<file path="config.mk">
export PLATFORM = sky130hd
export DESIGN_NAME = interp_tap_accumulator
export DESIGN_NICKNAME = d
export VERILOG_FILES = /design/src/rtl/interp_tap_accumulator.sv
export SDC_FILE = /design/constraint.sdc
export NUM_CORES = 1
export LEC_CHECK = 0
export ABC_AREA = 1
export CAP_MARGIN = 0
export CORE_MARGIN = 2
export CORE_UTILIZATION = 35
export DETAILED_ROUTE_END_ITERATION = 10
export GPL_ROUTABILITY_DRIVEN = 1
export PLACE_DENSITY = 0.54
export SYNTH_ARGS = -nofsm -noshare
export SYNTH_HDL_FRONTEND = slang
export SYNTH_SLANG_ARGS = --single-unit
</file>
<file path="constraint.sdc">
create_clock -name clk -period 2.19 [get_ports clk]
set_input_delay 0.438 -clock clk [delete_from_list [all_inputs] [get_ports clk]]
set_output_delay 0.438 -clock clk [all_outputs]
set_load 0.01 [all_outputs]
</file>
<file path="src/rtl/interp_tap_accumulator.sv">
// Transposed-form 3-tap accumulator (coefficients 2,3,2) fed by MCM products,
// with round-half-up normalisation, saturation and a single ready/valid output register.
module interp_tap_accumulator #(
  parameter int DATA_W = 32,
  parameter int OUT_W  = 32,
  parameter int SHIFT  = 3
) (
  input  logic                     clk,
  input  logic                     rst_n,
  input  logic                     in_valid,
  output logic                     in_ready,
  input  logic signed [DATA_W-1:0] p1,
  input  logic signed [DATA_W-1:0] p2,
  input  logic signed [DATA_W-1:0] p3,
  input  logic                     flush,
  output logic                     out_valid,
  input  logic                     out_ready,
  output logic signed [OUT_W-1:0]  out_data,
  output logic                     sat
);

  localparam int ACC_W = DATA_W + 3;
  localparam int unsigned RND_POS = (SHIFT > 0) ? SHIFT - 1 : 0;
  // SHIFT == 0 collapses to a zero rounding constant and a zero shift
  localparam logic signed [ACC_W-1:0] RND  = (SHIFT > 0) ? ACC_W'(1) << RND_POS : ACC_W'(0);
  localparam logic signed [ACC_W-1:0] OMAX = {{(ACC_W-OUT_W+1){1'b0}}, {(OUT_W-1){1'b1}}};
  localparam logic signed [ACC_W-1:0] OMIN = {{(ACC_W-OUT_W+1){1'b1}}, {(OUT_W-1){1'b0}}};

  typedef enum logic [1:0] {FILL_0, FILL_1, FILL_FULL} fill_e;

  fill_e                    fill_q, fill_d;
  logic signed [ACC_W-1:0]  r0_q, r0_d, r1_q, r1_d;
  logic signed [OUT_W-1:0]  out_data_q, out_data_d;
  logic                     sat_q, sat_d;
  logic                     out_valid_q, out_valid_d;

  logic signed [ACC_W-1:0]  p1_x, p2_x, p3_x, sum, res;
  logic signed [OUT_W-1:0]  clip_data;
  logic                     clip_sat;
  logic                     accept;

  assign in_ready  = !flush && (!out_valid_q || out_ready);
  assign accept    = in_valid && in_ready;
  assign out_valid = out_valid_q;
  assign out_data  = out_data_q;
  assign sat       = sat_q;

  always_comb begin
    p1_x = {{(ACC_W-DATA_W){p1[DATA_W-1]}}, p1};
    p2_x = {{(ACC_W-DATA_W){p2[DATA_W-1]}}, p2};
    p3_x = {{(ACC_W-DATA_W){p3[DATA_W-1]}}, p3};
    sum  = p1_x + r0_q;
    res  = (sum + RND) >>> SHIFT;
    if (res > OMAX) begin
      clip_data = OMAX[OUT_W-1:0];
      clip_sat  = 1'b1;
    end else if (res < OMIN) begin
      clip_data = OMIN[OUT_W-1:0];
      clip_sat  = 1'b1;
    end else begin
      clip_data = res[OUT_W-1:0];
      clip_sat  = 1'b0;
    end
  end

  always_comb begin
    r0_d        = r0_q;
    r1_d        = r1_q;
    fill_d      = fill_q;
    out_data_d  = out_data_q;
    sat_d       = sat_q;
    out_valid_d = out_valid_q;
    if (flush) begin
      r0_d        = '0;
      r1_d        = '0;
      fill_d      = FILL_0;
      out_valid_d = 1'b0;
    end else if (accept) begin
      r0_d = p2_x + r1_q;
      r1_d = p3_x;
      case (fill_q)
        FILL_0:  fill_d = FILL_1;
        FILL_1:  fill_d = FILL_FULL;
        default: fill_d = FILL_FULL;
      endcase
      if (fill_q == FILL_FULL) begin
        out_data_d  = clip_data;
        sat_d       = clip_sat;
        out_valid_d = 1'b1;
      end else if (out_ready) begin
        out_valid_d = 1'b0;
      end
    end else if (out_ready) begin
      out_valid_d = 1'b0;
    end
  end

  always_ff @(posedge clk or negedge rst_n) begin
    if (!rst_n) begin
      r0_q        <= '0;
      r1_q        <= '0;
      fill_q      <= FILL_0;
      out_data_q  <= '0;
      sat_q       <= 1'b0;
      out_valid_q <= 1'b0;
    end else begin
      r0_q        <= r0_d;
      r1_q        <= r1_d;
      fill_q      <= fill_d;
      out_data_q  <= out_data_d;
      sat_q       <= sat_d;
      out_valid_q <= out_valid_d;
    end
  end

endmodule
</file>
==> results.sh, run 1 <==
export IMPL_startpoint_type="flip-flop"
export IMPL_grt_busiest_layer="met2"
export IMPL_cts_sinks=103
export IMPL_path_class="flip-flop to flip-flop"
export IMPL_floorplan_io_pins=136
export IMPL_ir_drop_v=0.000351
export IMPL_port_buffers=135
export IMPL_n_antenna_cell=0
export IMPL_synth_edff_count=0
export IMPL_grtUsageMet3_pct=2.27
export IMPL_critPathMaxFanout=4
export IMPL_crit_reg2reg_launch="r0_q[18]$_DFFE_PN0P_"
export IMPL_timing_final_ws_setup_ps=-6.26
export IMPL_use_met2_pct=37.4
export IMPL_yosys_warnings=0
export IMPL_synth_distinct_cells=44
export IMPL_cts_tree="done"
export IMPL_layout_drive_gt1_share_pct=35.4
export IMPL_final_util_pct=59.0
export IMPL_die_x_um=157
export IMPL_grt_max_degree=52
export IMPL_p_per_area_mw_per_mm2=687
export IMPL_first_global_vias=8559
export IMPL_grt_total_usage_pct=22.0
export IMPL_grt_first_pass_wirelength_um=42600
export IMPL_initial_core_util_pct=35.9
export IMPL_cts_buffers_inserted=9
export IMPL_met1_usage_pct=29.6
export IMPL_ctsHtreeMaxLevel=3
export IMPL_nets=1633
export IMPL_min_path_type="input port to asynchronous set/reset pin"
export IMPL_dr_pass1_iters=4
export IMPL_num_rows=55
export IMPL_finalCriticalPeriod_ps=2200
export IMPL_die_area_mm2=0.0246
export IMPL_ant_nets=0
export IMPL_leakage_nw=6.12
export IMPL_cts_buffer_depth=2
export IMPL_fmax_mhz=455
export IMPL_overflow=0
export IMPL_clk_transition_reported_paths_ps=80
export IMPL_viasPerCell=4.91
export IMPL_netlist_area_mm2=0.00817
export IMPL_place_congestion=0.858
export IMPL_synthToLayoutAreaGrowth_pct=64.6
export IMPL_drt_iter0_markers=386
export IMPL_worstMarginPinSlew_ps=524
export IMPL_fp_dieH_um=157
export IMPL_rsz0062_at_grt="true"
export IMPL_antenna_found_initial=0
export IMPL_root_buffer="clkbuf_16"
export IMPL_cp_data_arrival_time_ps=2460
export IMPL_cts_hold_buf=0
export IMPL_required_ps=2450
export IMPL_fin_skew_ps=7.41
export IMPL_timing_reg2reg_setup_slack_ps=-6
export IMPL_core_area_mm2=0.0228
export IMPL_syn_nets=1307
export IMPL_syn_inst=1108
export IMPL_min_period_over_period_pct=100
export IMPL_syn_area_per_cell_um2=7.37
export IMPL_finalSetupViolCount=1
export IMPL_reg2regPathDepth=12
export IMPL_hpwlAfterDp_um=21200
export IMPL_synth_seq_area_share_pct=31.6
export IMPL_status="complete, but fails checks"
export IMPL_cap_violations=0
export IMPL_synth_ff_type="dfrtp_1"
export IMPL_wl_per_cell_um=15.7
export IMPL_vias=8597
export IMPL_crit_path_end_kind="flip-flop"
export IMPL_wirelength_um=27500
export IMPL_violations="negative setup slack"
export IMPL_ys_seq_elements=103
export IMPL_finalHoldViolations=0
export IMPL_drv_slew=0
export IMPL_synthArstFlopShare_pct=100
export IMPL_drc=0
export IMPL_timing_rr_end="out_data[28]$_DFFE_PN0P_"
export IMPL_maxSlewHeadroom_pct=65.1
export IMPL_power_w=0.00924
export IMPL_clk_latency_ps=370
-- layer usage --
layer  up-vias  share of wire, %
met2       152                48
met5         -                 0
met3        37               2.4
met4         0               2.2
li1       4470                 -
met1      3938                48
-- layout by cell type (no fill, tap or decap), drive strengths merged --
| cell type | count |
|---|---|
| a22o | 34 |
| o22ai | 1 |
| clkinv | 2 |
| a21o | 5 |
| ha | 97 |
| inv | 70 |
| clkinvlp | 1 |
| dlymetal6s2s | 17 |
| nand3 | 53 |
| nand2b | 1 |
| nor4 | 2 |
| dlygate4sd2 | 10 |
| o211ai | 4 |
| o311ai | 2 |
| o21ai | 89 |
| clkbuf | 9 |
| or2 | 7 |
| xor2 | 3 |
| fa | 1 |
| nand2 | 333 |
| buf | 200 |
| nor3 | 14 |
| a21oi | 113 |
| nand4 | 11 |
| dfrtp | 103 |
| a31oi | 1 |
| a32o | 2 |
| o21a | 9 |
| xnor2 | 12 |
| a21boi | 1 |
| nand3b | 10 |
| nor2 | 114 |
| clkdlybuf4s50 | 107 |
-- repair_timing --
action | 4_1_cts | 5_1_grt
setup buffers | 8 | 17
cloned | 0 | 0
pin swaps | 45 | 73
setup endpoints to repair | 30 | 44
gates resized for setup | 163 | 205
-- final cells by class --
cell class | count | area, um^2
clock inverter | 6 | 53.8
tap | 313 | 392
fill | 2063 | 9340
sequential | 103 | 2580
clock buffer | 9 | 225
timing repair buffer | 334 | 2980
multi-input combinational | 919 | 6960
inverter | 67 | 251
-- cell families (layout without fill, tap and decap cells) --
family	after synthesis	in the layout	synth area share [%]
AO/OA/AOI/OAI	261	261	18.8
XOR/XNOR	15	15	1.61
adder cells (fa/ha/maj)	98	98	15.1
buffers and inverters	86	416	4.32
flip-flops	103	103	31.6
AND/OR/NAND/NOR	545	545	28.6
-- worst max-delay path by stage --
stage | start | to | slack, ps | depth (start not counted)
final | r0_q[18]$_DFFE_PN0P_ | out_data[28]$_DFFE_PN0P_ | -6 | 12
after global routing | r0_q[11]$_DFFE_PN0P_ | out_data[28]$_DFFE_PN0P_ | -50 | 13
after CTS | p1[17] | out_data[17]$_DFFE_PN0P_ | -20 | 11
after detailed placement | p1[14] | out_data[16]$_DFFE_PN0P_ | -710 | 10
after global placement | p1[15] | out_data[27]$_DFFE_PN0P_ | -730 | 11
after floorplan | p1[14] | out_data[16]$_DFFE_PN0P_ | 100 | 9
-- stage by stage --
step | cells | cell area (um^2) | setup WS (ps) | hold WS (ps) | TNS (ps)
6_report | 1751 | 13400 | -6.26 | 35.1 | -6.26
5_1_grt | 1751 | 13400 | -50.5 | 78.5 | -344
4_1_cts | 1734 | 12400 | -16.0 | 52.1 | -16.0
3_5_place_dp | 1711 | 11200 | -708 | 446 | -25270
3_3_place_gp | 1711 | 11200 | -735 | 442 | -25300
2_1_floorplan | 1108 | 8170 | 104 | 142 | 0
-- registers in the layout (all words and copies together) (netlist names) --
signal     count
r0_q          35
out_data      32
r1_q          32
fill_q         2
out_valid      1
sat            1
-- cells in the mapped netlist, types with 2 or more instances --
library cell,n,area (um^2)
a21o_1,5,37.5
a21oi_1,107,536
a21oi_2,6,52.6
a22o_1,34,298
a32o_1,2,20.0
buf_2,9,45.0
buf_4,5,37.5
clkbuf_1,5,18.8
dfrtp_1,103,2580
ha_1,97,1210
inv_1,63,236
inv_2,3,11.3
nand2_1,319,1200
nand2_2,13,81.3
nand3_1,46,230
nand3_2,7,70.1
nand3b_1,9,67.6
nand4_1,11,68.8
nor2_1,106,398
nor2_2,8,50.1
nor3_1,12,60.1
nor4_1,2,12.5
o211ai_1,2,15.0
o211ai_2,2,25.0
o21a_1,9,67.6
o21ai_0,63,315
o21ai_1,25,125
o311ai_0,2,17.5
or2_1,2,12.5
or2_2,4,25.0
xnor2_1,12,105
xor2_1,3,26.3
-- worst max-delay path, stage by stage (launching register included) --
cell	delay (ps)
dfrtp_1	470
ha_4	280
ha_4	310
nand2_2	90
buf_4	160
o21ai_4	150
a21oi_2	90
nor2_1	180
nor2_1	100
nand2_1	70
nand2_1	70
nand3_2	70
nand2_1	50
-- where the power goes --
group / total [W] / internal (W) / switching (W) / leakage, nW
Clock: 0.00163 / 0.000790 / 0.000842 / 0.135
Combinational: 0.00495 / 0.00258 / 0.00237 / 4.66
Sequential: 0.00265 / 0.00234 / 0.000310 / 1.33
Total: 0.00924 / 0.00571 / 0.00352 / 6.12
(Power assumes the default switching activity.)
==> run 2: changes to the inputs <==
- CTS_BUF_LIST: default -> sky130_fd_sc_hd__clkbuf_16
- CTS_CLUSTER_SIZE: default -> 25
==> results of run 2 <==
Same layout as run 1: the final DEF is identical, and so are final timing and power.
==> run 3: changes to the inputs <==
- REMOVE_ABC_BUFFERS: default -> 1
==> results.sh, run 3 (synthesis results as in run 1) <==
export IMPL_status="completed"
export IMPL_drv_slew=0
export IMPL_use_met2_pct=38.2
export IMPL_power_w=0.00918
export IMPL_fin_skew_ps=14.8
export IMPL_dr_pass1_iters=5
export IMPL_pre_cts_ws_ps=-809
export IMPL_p_per_area_mw_per_mm2=692
export IMPL_largest_register_ffs=35
export IMPL_met1_usage_pct=29.1
export IMPL_top_register="r0_q"
export IMPL_ir_drop_v=0.000305
export IMPL_cap_violations=0
export IMPL_port_buffers=135
export IMPL_grtUsageMet3_pct=1.69
export IMPL_final_common_cell="nand2_1"
export IMPL_rsz0062_at_grt="true"
export IMPL_worstMarginPinSlew_ps=414
export IMPL_critPathMaxFanout=4
export IMPL_wl_per_cell_um=15.8
export IMPL_cts_sinks=103
export IMPL_grt_total_usage_pct=22.0
export IMPL_cp_data_arrival_time_ps=2420
export IMPL_final_cell_mix="nand2_1, buf_4, clkdlybuf4s50_1"
export IMPL_initial_core_util_pct=35.9
export IMPL_final_util_pct=58.2
export IMPL_layout_drive_gt1_share_pct=34.2
export IMPL_clk_transition_reported_paths_ps=90
export IMPL_ant_nets=0
export IMPL_drc=0
export IMPL_cts_tree="done"
export IMPL_crit_reg2reg_launch="r0_q[3]$_DFFE_PN0P_"
export IMPL_maxSlewHeadroom_pct=72.4
export IMPL_min_period_over_period_pct=98.6
export IMPL_nFillCells=2111
export IMPL_ctsHtreeMaxLevel=3
export IMPL_final_cells=1749
export IMPL_min_path_type="input port to asynchronous set/reset pin"
export IMPL_die_x_um=157
export IMPL_cts_buffers_inserted=9
export IMPL_crit_path_end_kind="flip-flop"
export IMPL_clk_latency_ps=370
export IMPL_synthToLayoutAreaGrowth_pct=62.4
export IMPL_path_class="flip-flop to flip-flop"
export IMPL_cts_hold_buf=0
export IMPL_die_area_mm2=0.0246
export IMPL_grt_max_degree=75
export IMPL_hpwlAfterDp_um=21200
export IMPL_num_rows=55
export IMPL_place_congestion=0.875
export IMPL_drt_iter0_markers=372
export IMPL_cts_buffer_depth=2
export IMPL_nets=1631
export IMPL_timing_final_ws_setup_ps=30.4
export IMPL_finalCriticalPeriod_ps=2160
export IMPL_viasPerCell=5.00
export IMPL_leakage_nw=5.98
export IMPL_multi_input_area_mm2=0.00685
export IMPL_dp_cells=1712
export IMPL_antenna_found_initial=0
export IMPL_first_global_vias=8465
export IMPL_fp_dieH_um=157
export IMPL_wirelength_um=27700
export IMPL_startpoint_type="flip-flop"
export IMPL_floorplan_io_pins=136
export IMPL_root_buffer="clkbuf_16"
export IMPL_vias=8738
export IMPL_grt_busiest_layer="met2"
export IMPL_grt_first_pass_wirelength_um=42500
export IMPL_required_ps=2450
export IMPL_critPathLaunch="r0_q[3]$_DFFE_PN0P_"
export IMPL_overflow=0
export IMPL_core_area_mm2=0.0228
export IMPL_regArea_mm2=0.00258
export IMPL_fmax_mhz=463
export IMPL_finalSetupViolCount=0
export IMPL_n_antenna_cell=0
export IMPL_finalHoldViolations=0
-- run 3: area by class of cell --
cell class                      instances  share of cell area, %
Multi-Input combinational cell        919                   51.7
Inverter                               67                   1.90
Clock buffer                            9                   1.70
Tap cell                              313                   2.95
Clock inverter                          6                  0.406
Sequential cell                       103                   19.5
Timing Repair Buffer                  332                   21.9
-- run 3: path summary, 6_finish.rpt --
kind                                             to  slack [ps]  cells past startpoint
setup / recovery           out_data[19]$_DFFE_PN0P_          30                     13
hold / removal              out_data[3]$_DFFE_PN0P_          50                      2
setup reg to reg           out_data[19]$_DFFE_PN0P_          30                     13
hold reg to reg            out_data[26]$_DFFE_PN0P_         470                      2
max in group asynchronous      r0_q[16]$_DFFE_PN0P_        1770                      2
min in group clk           out_data[26]$_DFFE_PN0P_         470                      2
-- run 3: worst max-delay path: stages (launching register included) --
cell      delay (ps)
dfrtp_2          450
ha_4             260
ha_4             300
nand2_2           90
nor2_2           150
nand2_1           90
o211ai_2         100
nand3_1          120
nand2_2          130
nand3_2           90
nand2_1           70
nand2_1           50
nand3_1           90
nand2_1           50
-- run 3: through the flow --
step	area (um^2)	TNS (ps)	hold slack (ps)
after floorplan	8070	-36080	142
after global placement	11200	-25330	463
after detailed placement	11200	-25020	464
after CTS	12200	0	86.5
after global routing	13300	-448	100
final	13300	0	49.3
-- run 3: per-layer routing --
metal | up-vias | share of wire (%)
met5 | - | 0
met4 | 0 | 2.1
met3 | 35 | 2.7
met2 | 191 | 49
met1 | 4056 | 47
li1 | 4456 | -
-- run 3: timing repair --
item	4_1_cts	5_1_grt
setup buffers	6	16
pin swaps	39	69
gates resized for setup	127	206
setup endpoints to repair	29	47
-- run 3: report_power, final --
group          switching (W)  internal [W]
clock               0.000857      0.000789
sequential          0.000330       0.00234
combinational        0.00232       0.00254
total                0.00351       0.00567
